$ cat src/rtl/char_sched_pkg.sv
// Shared types and constants for the keyboard-to-display/sound character scheduler.
package char_sched_pkg;

  localparam int unsigned CHAR_W = 8;
  localparam logic [CHAR_W-1:0] NULL_CHAR = 8'h00;

  typedef enum logic [1:0] {
    IDLE,
    WAIT_FRAME,
    PLAY,
    GAP
  } state_e;

endpackage

$ cat src/rtl/char_fifo.sv
// Character FIFO with extra-MSB pointers; head is the entry at the read pointer
// (read-first), and a push into a full FIFO is accepted when a pop happens the same cycle.
module char_fifo
  import char_sched_pkg::*;
#(
  parameter int unsigned DEPTH = 8
) (
  input  logic              i_clk,
  input  logic              i_rst_n,
  input  logic              i_push,
  input  logic [CHAR_W-1:0] i_data,
  input  logic              i_pop,
  output logic              o_full,
  output logic              o_empty,
  output logic [CHAR_W-1:0] o_head
);

  localparam int unsigned AW = $clog2(DEPTH);
  localparam logic [AW:0] PTR_ONE = (AW + 1)'(1);

  logic [CHAR_W-1:0] r_mem [DEPTH];
  logic [AW:0]       r_wptr;
  logic [AW:0]       r_rptr;
  logic              w_push_en;
  logic              w_pop_en;

  assign o_empty   = (r_wptr == r_rptr);
  assign o_full    = (r_wptr[AW] != r_rptr[AW]) && (r_wptr[AW-1:0] == r_rptr[AW-1:0]);
  assign w_pop_en  = i_pop && !o_empty;
  assign w_push_en = i_push && (!o_full || w_pop_en);
  assign o_head    = r_mem[r_rptr[AW-1:0]];

  always_ff @(posedge i_clk or negedge i_rst_n) begin
    if (!i_rst_n) begin
      r_wptr <= '0;
      r_rptr <= '0;
    end else begin
      if (w_push_en) r_wptr <= r_wptr + PTR_ONE;
      if (w_pop_en)  r_rptr <= r_rptr + PTR_ONE;
    end
  end

  // Storage needs no reset: an empty FIFO never exposes its contents.
  always_ff @(posedge i_clk) begin
    if (w_push_en) r_mem[r_wptr[AW-1:0]] <= i_data;
  end

endmodule

$ cat src/rtl/char_event_scheduler.sv
// Queues key characters, commits each to the display on a frame boundary, then sounds it
// for a fixed note time followed by a silent gap.
module char_event_scheduler
  import char_sched_pkg::*;
#(
  parameter int unsigned DEPTH       = 8,
  parameter int unsigned NOTE_CYCLES = 25_000_000,
  parameter int unsigned GAP_CYCLES  = 2_500_000,
  parameter int unsigned CNT_W       = 25
) (
  input  logic              clk_100MHz,
  input  logic              reset,
  input  logic [CHAR_W-1:0] kbd_char,
  input  logic              kbd_valid,
  input  logic              frame_start,
  output logic [CHAR_W-1:0] vga_char,
  output logic              vga_update,
  output logic [CHAR_W-1:0] snd_char,
  output logic              busy,
  output logic              fifo_full,
  output logic              overflow
);

  localparam logic [CNT_W-1:0] NOTE_LOAD = CNT_W'(NOTE_CYCLES - 1);
  localparam logic [CNT_W-1:0] GAP_LOAD  = CNT_W'(GAP_CYCLES - 1);
  localparam logic [CNT_W-1:0] CNT_ONE   = CNT_W'(1);

  state_e            r_state,      w_state_d;
  logic [CNT_W-1:0]  r_cnt,        w_cnt_d;
  logic [CHAR_W-1:0] r_cur,        w_cur_d;
  logic [CHAR_W-1:0] r_vga_char,   w_vga_char_d;
  logic [CHAR_W-1:0] r_snd_char,   w_snd_char_d;
  logic              r_vga_update, w_vga_update_d;
  logic              r_overflow;
  logic              w_push;
  logic              w_pop;
  logic              w_full;
  logic              w_empty;
  logic [CHAR_W-1:0] w_head;

  // The null code means "no key" and is never queued.
  assign w_push = kbd_valid && (kbd_char != NULL_CHAR);

  char_fifo #(
    .DEPTH (DEPTH)
  ) u_fifo (
    .i_clk   (clk_100MHz),
    .i_rst_n (reset),
    .i_push  (w_push),
    .i_data  (kbd_char),
    .i_pop   (w_pop),
    .o_full  (w_full),
    .o_empty (w_empty),
    .o_head  (w_head)
  );

  always_comb begin
    w_state_d      = r_state;
    w_cnt_d        = r_cnt;
    w_cur_d        = r_cur;
    w_vga_char_d   = r_vga_char;
    w_vga_update_d = 1'b0;
    w_snd_char_d   = r_snd_char;
    w_pop          = 1'b0;
    case (r_state)
      IDLE: begin
        if (!w_empty) begin
          w_pop     = 1'b1;
          w_cur_d   = w_head;
          w_state_d = WAIT_FRAME;
        end
      end
      WAIT_FRAME: begin
        if (frame_start) begin
          w_vga_char_d   = r_cur;
          w_vga_update_d = 1'b1;
          w_snd_char_d   = r_cur;
          w_cnt_d        = NOTE_LOAD;
          w_state_d      = PLAY;
        end
      end
      PLAY: begin
        if (r_cnt != '0) begin
          w_cnt_d = r_cnt - CNT_ONE;
        end else begin
          w_snd_char_d = NULL_CHAR;
          w_cnt_d      = GAP_LOAD;
          w_state_d    = GAP;
        end
      end
      GAP: begin
        if (r_cnt != '0) w_cnt_d = r_cnt - CNT_ONE;
        else             w_state_d = IDLE;
      end
      default: w_state_d = IDLE;
    endcase
  end

  always_ff @(posedge clk_100MHz or negedge reset) begin
    if (!reset) begin
      r_state      <= IDLE;
      r_cnt        <= '0;
      r_cur        <= NULL_CHAR;
      r_vga_char   <= NULL_CHAR;
      r_vga_update <= 1'b0;
      r_snd_char   <= NULL_CHAR;
      r_overflow   <= 1'b0;
    end else begin
      r_state      <= w_state_d;
      r_cnt        <= w_cnt_d;
      r_cur        <= w_cur_d;
      r_vga_char   <= w_vga_char_d;
      r_vga_update <= w_vga_update_d;
      r_snd_char   <= w_snd_char_d;
      // A same-cycle pop frees the slot, so only an unpaired push into a full FIFO drops.
      if (w_push && w_full && !w_pop) r_overflow <= 1'b1;
    end
  end

  assign vga_char   = r_vga_char;
  assign vga_update = r_vga_update;
  assign snd_char   = r_snd_char;
  assign busy       = (r_state != IDLE);
  assign fifo_full  = w_full;
  assign overflow   = r_overflow;

endmodule

$ cat config.mk
export PLATFORM = sky130hd
export DESIGN_NAME = char_event_scheduler
export DESIGN_NICKNAME = d
export VERILOG_FILES = /design/src/rtl/char_sched_pkg.sv /design/src/rtl/char_fifo.sv /design/src/rtl/char_event_scheduler.sv
export SDC_FILE = /design/constraint.sdc
export NUM_CORES = 1
export LEC_CHECK = 0
export CAP_MARGIN = 25
export CELL_PAD_IN_SITES_DETAIL_PLACEMENT = 1
export CELL_PAD_IN_SITES_GLOBAL_PLACEMENT = 1
export CORE_MARGIN = 4
export CORE_UTILIZATION = 50
export DETAILED_ROUTE_END_ITERATION = 7
export PLACE_DENSITY_LB_ADDON = 0.15
export SYNTH_ARGS = -nofsm -noshare
export SYNTH_HDL_FRONTEND = slang
export SYNTH_HIERARCHICAL = 1
export SYNTH_SLANG_ARGS = --single-unit
$ cat constraint.sdc
create_clock -name clk_100MHz -period 4.7 [get_ports clk_100MHz]
set_clock_uncertainty 0.1 [all_clocks]
set_input_delay 0.705 -clock clk_100MHz [delete_from_list [all_inputs] [get_ports clk_100MHz]]
set_output_delay 0.705 -clock clk_100MHz [all_outputs]
set_load 0.01 [all_outputs]
---- Yosys cells after proc, flatten, opt, wreduce, memory -nomap -nowiden ----
Memory sizes are Yosys's and may differ from the RTL's. A register that Yosys moved wholly into a read port is not among the register bits.
Cells that the tools add are included.
W data, S select, Z words.
operators by class
  mux-type cells .......................... 18
  reductions and logical operators ........ 22
  bitwise logic cells ..................... 1
  add/subtract/negate cells ............... 3
  equal/unequal tests ..................... 11
operators by type and width
  operator                 count
  $mux W25                 3
  $pmux W25 S3             1
  $reduce_bool A25 Y1      1
  $sub A25 B1 Y25 const B  1
  $mux W8                  2
  $pmux W8 S2              1
  $ne A2 B2 Y1 const B     5
  $add A4 B1 Y4 const B    2
  $mux W2                  4
  $pmux W2 S4              1
  $reduce_bool A8 Y1       1
  $logic_and A1 B1 Y1      6
  $mux W1                  6
  $reduce_and A3 Y1        2
  $eq A2 B2 Y1 const B     2
  $eq A4 B4 Y1             1
  $logic_not A1 Y1         4
  $reduce_and A2 Y1        2
  $reduce_and A4 Y1        1
  $reduce_bool A2 Y1       2
  $eq A3 B3 Y1             1
  $reduce_bool A3 Y1       1
  $eq A2 B1 Y1 const B     1
  $logic_not A2 Y1         1
  other kinds (3)          3
storage, ports and cells
  bits of input ports ..................... 12
  memory bits (writable) .................. 64
  memories kept ........................... 1
  flip-flop bits (word level) ............. 53
  logic and storage cells ................. 64
  output and inout bits ................... 20
memory list
  memory        depth  bits a word  rd ports  clocked after Yosys merged registers in  write ports  RTL line         RTL
  u_fifo.r_mem  8      8            1         1                                        1            char_fifo.sv:21  logic [CHAR_W-1:0] r_mem [DEPTH];

---- Longest topological paths before layout ----
Gate-level depths: netlist of run 1.
  depth in word-level cells ............... 8
  depth in mapped cells ................... 10
  gate-level depth less buffers ........... 8

---- Hierarchy ----
The synthesis of run 1 kept the hierarchy.
by module, submodules not included
  module                seq. area each (um^2)  times used  cells an instance  area each (um^2)
  char_fifo             2122.0                 1           147                3005.4
  char_event_scheduler  1326.3                 1           281                2872.8

---- Worst setup path before layout of run 1 ----
OpenSTA, ideal clock, no wires.
  kind .................................... register to register
  start ................................... register u_fifo.r_wptr[0]
  end ..................................... memory u_fifo.r_mem[4][0], enable pin
  cell stages (with the launch flop) ...... 9
  data arrival time ....................... 2982 ps
  period minus slack after synthesis ...... 3479 ps
  setup slack ............................. 1221 ps
  buffers on the path ..................... 2
  library setup time ...................... 398 ps
  required time ........................... 4202 ps
  path through ............................ dfrtp_1 buf_2 xnor2_2 nand3_2 buf_6 nor2_1 nor2_1 nor3_1 nor4b_1
between the ends
  longest elaborated chain between the ends .. 8
  elaborated cells on any way between the ends .. 12
  classes of those cells .................. eq/ne (2); mux (4); reduce/logical (6)
RTL lines
  what                           RTL line                    RTL
  start: declaration             char_fifo.sv:22             logic [AW:0] r_wptr;
  start signal: assignment       char_fifo.sv:38             if (w_push_en) r_wptr <= r_wptr + PTR_ONE;
  $eq A4 B4 Y1                   char_fifo.sv:27             assign o_empty = (r_wptr == r_rptr);
  named net w_empty              char_event_scheduler.sv:38  logic w_empty;
  $mux W1                        char_event_scheduler.sv:67  if (!w_empty) begin
  $mux W1                        char_event_scheduler.sv:65  case (r_state)
  named net w_pop                char_event_scheduler.sv:36  logic w_pop;
  $logic_and A1 B1 Y1            char_fifo.sv:29             assign w_pop_en = i_pop && !o_empty;
  $logic_or A1 B1 Y1             char_fifo.sv:30             assign w_push_en = i_push && (!o_full || w_pop_en);
  $logic_and A1 B1 Y1            char_fifo.sv:30
  $mux W1                        char_fifo.sv:45             if (w_push_en) r_mem[r_wptr[AW-1:0]] <= i_data;
  $mux W1 (implied by the code)  char_fifo.sv:45
  end: declaration               char_fifo.sv:21
The timed path passes the listed nets, and every way through them passes these cells.

---- Worst setup path in the final report of run 1 ----
  start ................................... register u_fifo.r_rptr[1]
  end ..................................... output port fifo_full
between the ends
  longest elaborated chain between the ends .. 2
RTL lines
  what                      RTL line                    RTL
  start: declaration        char_fifo.sv:23             logic [AW:0] r_rptr;
  start signal: assignment  char_fifo.sv:39             if (w_pop_en) r_rptr <= r_rptr + PTR_ONE;
  $eq A3 B3 Y1              char_fifo.sv:28             assign o_full = (r_wptr[AW] != r_rptr[AW]) && (r_wptr[AW-1:0] == r_rptr[AW-1:0]);
  $logic_and A1 B1 Y1       char_fifo.sv:28
  end: declaration          char_event_scheduler.sv:20  output logic fifo_full,
No other way between the ends.

==> results of run 1 <==
## state kept, by name, summed over array words and instances (netlist names)
register	cells
r_cnt	25
r_cur	8
u_fifo/r_mem	64
snd_char	8
vga_update	1
u_fifo/r_rptr	4
u_fifo/r_wptr	4
vga_char	8
overflow	1
r_state	2
## worst paths after layout
check | startpoint | endpoint | slack, ps | cells after the start
setup / recovery | u_fifo/r_rptr[1] | fifo_full | 1210 | 4
hold / removal | reset | snd_char[2] | 160 | 1
setup reg to reg | u_fifo/r_rptr[1] | u_fifo/r_mem[7][3] | 1230 | 7
hold reg to reg | r_cnt[19] | r_cnt[19] | 380 | 1
max in group asynchronous | reset | u_fifo/r_wptr[2] | 3420 | 2
min in group clk_100MHz | r_cnt[19] | r_cnt[19] | 380 | 1
## cell usage after synthesis, types with 4 or more instances
cell | n | share of area
clkbuf_1 | 10 | 0.0064
or3_1 | 4 | 0.0043
o41ai_1 | 4 | 0.0060
nand2_1 | 13 | 0.0083
nor2b_1 | 9 | 0.0096
o211ai_1 | 8 | 0.010
or2_2 | 4 | 0.0043
nor4b_1 | 4 | 0.0060
nor3_1 | 9 | 0.0077
o21ai_0 | 13 | 0.011
mux4_1 | 7 | 0.031
nand4_1 | 8 | 0.0085
dfrtp_1 | 61 | 0.26
xnor2_1 | 5 | 0.0074
or4_1 | 6 | 0.0077
edfxtp_1 | 64 | 0.33
buf_6 | 4 | 0.0077
mux4_2 | 9 | 0.034
nand3_1 | 5 | 0.0043
o22ai_1 | 4 | 0.0043
a21oi_1 | 18 | 0.015
mux2_2 | 35 | 0.067
o31ai_1 | 4 | 0.0051
nor2_1 | 27 | 0.017
ha_1 | 9 | 0.019
inv_1 | 12 | 0.0077
buf_2 | 7 | 0.0060
nor4_1 | 12 | 0.013
nand3b_1 | 4 | 0.0051
## cell type report
cell class,count,area share
multi-input combinational,268,0.327
clock buffer,17,0.0616
sequential,125,0.500
tap,143,0.0259
timing repair buffer,45,0.0595
inverter,12,0.00653
clock inverter,15,0.0199
## layer usage
layer,vias to the layer above,share of wire
met4,2,0.022
met1,1975,0.45
met5,-,0.00093
li1,1764,-
met3,25,0.033
met2,74,0.49
## worst max-delay path, stage by stage, from the launching register on
cell             delay [ps]
dfrtp_1                 890
xnor2_2                 200
nand3_2                 250
nor2_1                  310
clkdlybuf4s50_1         610
## cell families (layout without fill, tap and decap cells)
kind of cell | Yosys count | count (layout) | synth area share
flip-flops | 125 | 125 | 0.587
adder cells (fa/ha/maj) | 9 | 9 | 0.0192
buffers and inverters | 35 | 89 | 0.0296
multiplexers | 53 | 53 | 0.136
XOR/XNOR | 9 | 9 | 0.0172
AO/OA/AOI/OAI | 76 | 76 | 0.0922
AND/OR/NAND/NOR | 121 | 121 | 0.119
## through the flow
| step | total power [mW] | hold WS (ps) |
|---|---|---|
| 3_3_place_gp | 3.27 | 367 |
| 6_report | 4.59 | 160 |
| 5_1_grt | 4.86 | 213 |
| 3_5_place_dp | 3.37 | 365 |
| 2_1_floorplan | 2.78 | 309 |
| 4_1_cts | 4.64 | 175 |
## power breakdown
| group | internal [mW] | total [mW] | switching (mW) |
|---|---|---|---|
| clock network | 0.733 | 1.24 | 0.511 |
| logic | 0.805 | 1.67 | 0.866 |
| registers | 1.43 | 1.68 | 0.246 |
| total | 2.97 | 4.59 | 1.62 |
==> results.toml, run 1 <==
[worst_setup_path]
critPathRequiredTime_ps = 3890
worstPathArrival_ps = 2680
crit_path_start_kind = "register"
worst_setup_path_end_kind = "output port"
setup.worst_path.class = "reg -> out"
worstPathMaxFanout = 20

[sta]
period_share = 0.742
setup_viol_count_final = 0
max_slew.worst_pin.slew_ps = 1040
fmax_mhz = 287
setup_slack_ps = 1210
slew_headroom = 0.301
rsz0062_at_grt = "no"
hold_viol_final = 0
min_period_ps = 3490
tns_ps = 0
slew_violations = 0

[placed_design]
place_area_um2 = 6340
place_inst = 593
portBuffers = 31
hpwlAfterDp_um = 9150
pre_cts_slack_ps = 1250
gp_congestion = 0.767

[routing]
num_vias = 3840
via_per_inst = 6.14
routedWlPerCell_um = 22.4
drc = 0
ant_nets = 0
drt_wl_total_um = 14000
drt_first_pass_iters = 4
drtIter0Drc = 297

[clocking]
cts_max_level = 4
cts.sinks = 125
holdBufCountCts = 0
ctsResizeCount = 0
numCtsBuffers = 17
clkTransAtPathRegs_ps = 60
clock_path_buffers = 2
cts_tree = "yes"
cts_root_buf = "clkbuf_16"
clock_latency_ps = 420
postCtsSetupBuffers = 0

[min_path]
worstHoldPathType = "in -> async"

[cells_and_area]
diodes = 0
fillers = 1096
fin_area_um2 = 6900
finish.utilization = 0.602
final_cell_mix = "edfxtp_1, dfrtp_1, mux2_2, clkdlybuf4s50_1, nor2_1"
regArea_um2 = 3450
finalNonFillerCells = 625
syn2layout_area_growth_pct = 17.4
mostFrequentLayoutCell = "edfxtp_1"
drive_above_1_share = 0.216
fin_nets = 490
multi_input_area_um2 = 2260

[yosys]
ys_types = 61
synth-seq-area-share = 0.587
synth_cells = 428
async_reset_ff_frac = 0.488
ys_warn_count = 6
yosys_register_bits = 125
synth-main-ff-cell = "edfxtp_1"
syn_avg_cell_area_um2 = 13.7
syn_area_um2 = 5880
syn_nets = 449
synth_edf_count = 64

[global_route]
busiest_layer = "met2"
use_met2 = 0.375
gr-usage-met1 = 0.304
track_usage = 0.231
antenna_found_initial = 1
first_global_vias = 4150
grt_pass1_wl_um = 23300
grt_max_degree = 39
grt_util_met3 = 0.0549
overflow = 0

[floorplanning]
fp.dieH_um = 116
start_util = 0.513
chipWidth_um = 116
fp.coreArea_um2 = 11500
die_area_um2 = 13600
num_io_pins = 32
placementRows = 39

[flow_run]
cap_violations = 0

[pwr]
power_leakage_nw = 2.54
ir_drop_uv = 494
powerDensity_nw_per_um2 = 665

[run_status]
status = "completed"
No activity file was read; power rests on OpenSTA's default activity.
==> inputs of run 2 (changes only) <==
- CORE_UTILIZATION: 50 -> 45
- clock period: 4.7 -> 2.82 ns (I/O delays scaled with it)
==> run 2 against run 1 <==
  * Final cell count grew 9.4%
  * Sequential share of layout area shrank 2.4 points
  * Clock power grew 71%
  * Largest cell class unchanged
==> results.toml, run 2 (synthesis gave the netlist of run 1 again) <==
[run_status]
status = "completed"

[clocking]
clock_path_buffers = 2
clock_latency_ps = 420
cts_max_level = 4
cts_root_buf = "clkbuf_16"
cts.sinks = 125
numCtsBuffers = 17
cts_tree = "yes"
clkTransAtPathRegs_ps = 60

[pwr]
power.total_mw = 7.90
ir_drop_uv = 565
power_leakage_nw = 2.71
powerDensity_nw_per_um2 = 1090

[cells_and_area]
drive_above_1_share = 0.281
fin_nets = 520
syn2layout_area_growth_pct = 23.3
diodes = 0
fillers = 1285
mostFrequentLayoutCell = "edfxtp_1"
largest_reg_flops = 64
final_cell_mix = "edfxtp_1, dfrtp_1, buf_4, mux2_2, clkdlybuf4s50_1"

[worst_setup_path]
worstPathMaxFanout = 9
critPathRequiredTime_ps = 3020
setup.worst_path.class = "reg -> reg"
crit_path_start_kind = "register"
worstPathArrival_ps = 2940
worst_setup_path_end_kind = "register"

[sta]
rsz0062_at_grt = "yes"
min_period_ps = 2750
hold_viol_final = 0
tns_ps = 0
period_share = 0.974
slew_violations = 0
fmax_mhz = 364
setup_viol_count_final = 0
max_slew.worst_pin.slew_ps = 964
slew_headroom = 0.355

[floorplanning]
fp.coreArea_um2 = 12700
chipWidth_um = 122
placementRows = 41
fp.dieH_um = 122
die_area_um2 = 15000
num_io_pins = 32
start_util = 0.462

[routing]
num_vias = 3963
ant_nets = 0
via_per_inst = 5.79
drtIter0Drc = 246
drc = 0
routedWlPerCell_um = 21.1
drt_wl_total_um = 14400
drt_first_pass_iters = 4

[global_route]
antenna_found_initial = 0
overflow = 0
track_usage = 0.211
grt_pass1_wl_um = 23600
grt_max_degree = 34
first_global_vias = 4175

[flow_run]
cap_violations = 0

[min_path]
worstHoldPathType = "reg -> reg"

[placed_design]
portBuffers = 31
gp_congestion = 0.807
hpwlAfterDp_um = 10100
run 2: report_power, final:
part / switching, mW / internal, mW / total [mW]
logic: 1.60 / 1.50 / 3.09
registers: 0.294 / 2.39 / 2.68
clock network: 0.883 / 1.24 / 2.12
total: 2.77 / 5.12 / 7.90
run 2: stage by stage:
stage                util  std cells  hold WS [ps]  worst slack (ps)  cell area [um2]
global placement    0.524        651           360              66.4             6660
floorplan               -        428          27.4             -60.1             5920
detailed placement  0.524        651           360             -12.6             6660
global route        0.570        684           409             -3.27             7250
finish              0.570        684           374              73.5             7250
CTS                 0.570        684           379              69.2             7250
run 2: routing by layer:
metal | vias to the layer above | track usage | wire, um
li1 | 1822 | - | -
met1 | 2045 | 0.278 | 6480
met2 | 83 | 0.347 | 7220
met3 | 13 | 0.0470 | 533
met4 | 0 | 0.0707 | 173
met5 | - | 0 | 0
run 2: repair_timing:
item,CTS,global route
endpoints found under the hold margin,28,0
pin swaps,0,0
endpoints found under the setup margin,8,2
setup buffers,0,0
hold buffers,1,0
resized for setup,1,1
gates cloned,0,0
run 2: worst paths after layout:
kind | start | end | slack, ps | cells past startpoint
worst min-delay path | overflow | overflow | 370 | 1
worst max-delay path | r_cnt[16] | snd_char[4] | 70 | 5
max in group asynchronous | reset | r_cnt[10] | 1500 | 3
worst min register to register | overflow | overflow | 370 | 1
worst max register to register | r_cnt[16] | snd_char[4] | 70 | 5
min in group asynchronous | reset | vga_update | 490 | 2
run 2: worst max-delay path: stages, from the launching register on:
cell and delay [ps]:
dfrtp_1 420, or4_4 590, or4_4 630, o21ai_1 330, nand2_2 230, mux2_2 320
run 2: area by class of cell:
class / instances / area [um2] / share of cell area
flip-flops and latches: 125 / 3450 / 0.476
multi-input cells: 268 / 2300 / 0.318
repair buffers: 75 / 663 / 0.0915
clock buffers: 17 / 425 / 0.0587
well taps: 172 / 215 / 0.0297
clock inverters: 15 / 149 / 0.0205
inverters: 12 / 45.0 / 0.00621
==> inputs of run 3 (changes only) <==
- CAP_MARGIN: 25 -> 20
==> results of run 3 <==
Same layout as run 2: the final DEF is identical, and so are final timing and power.
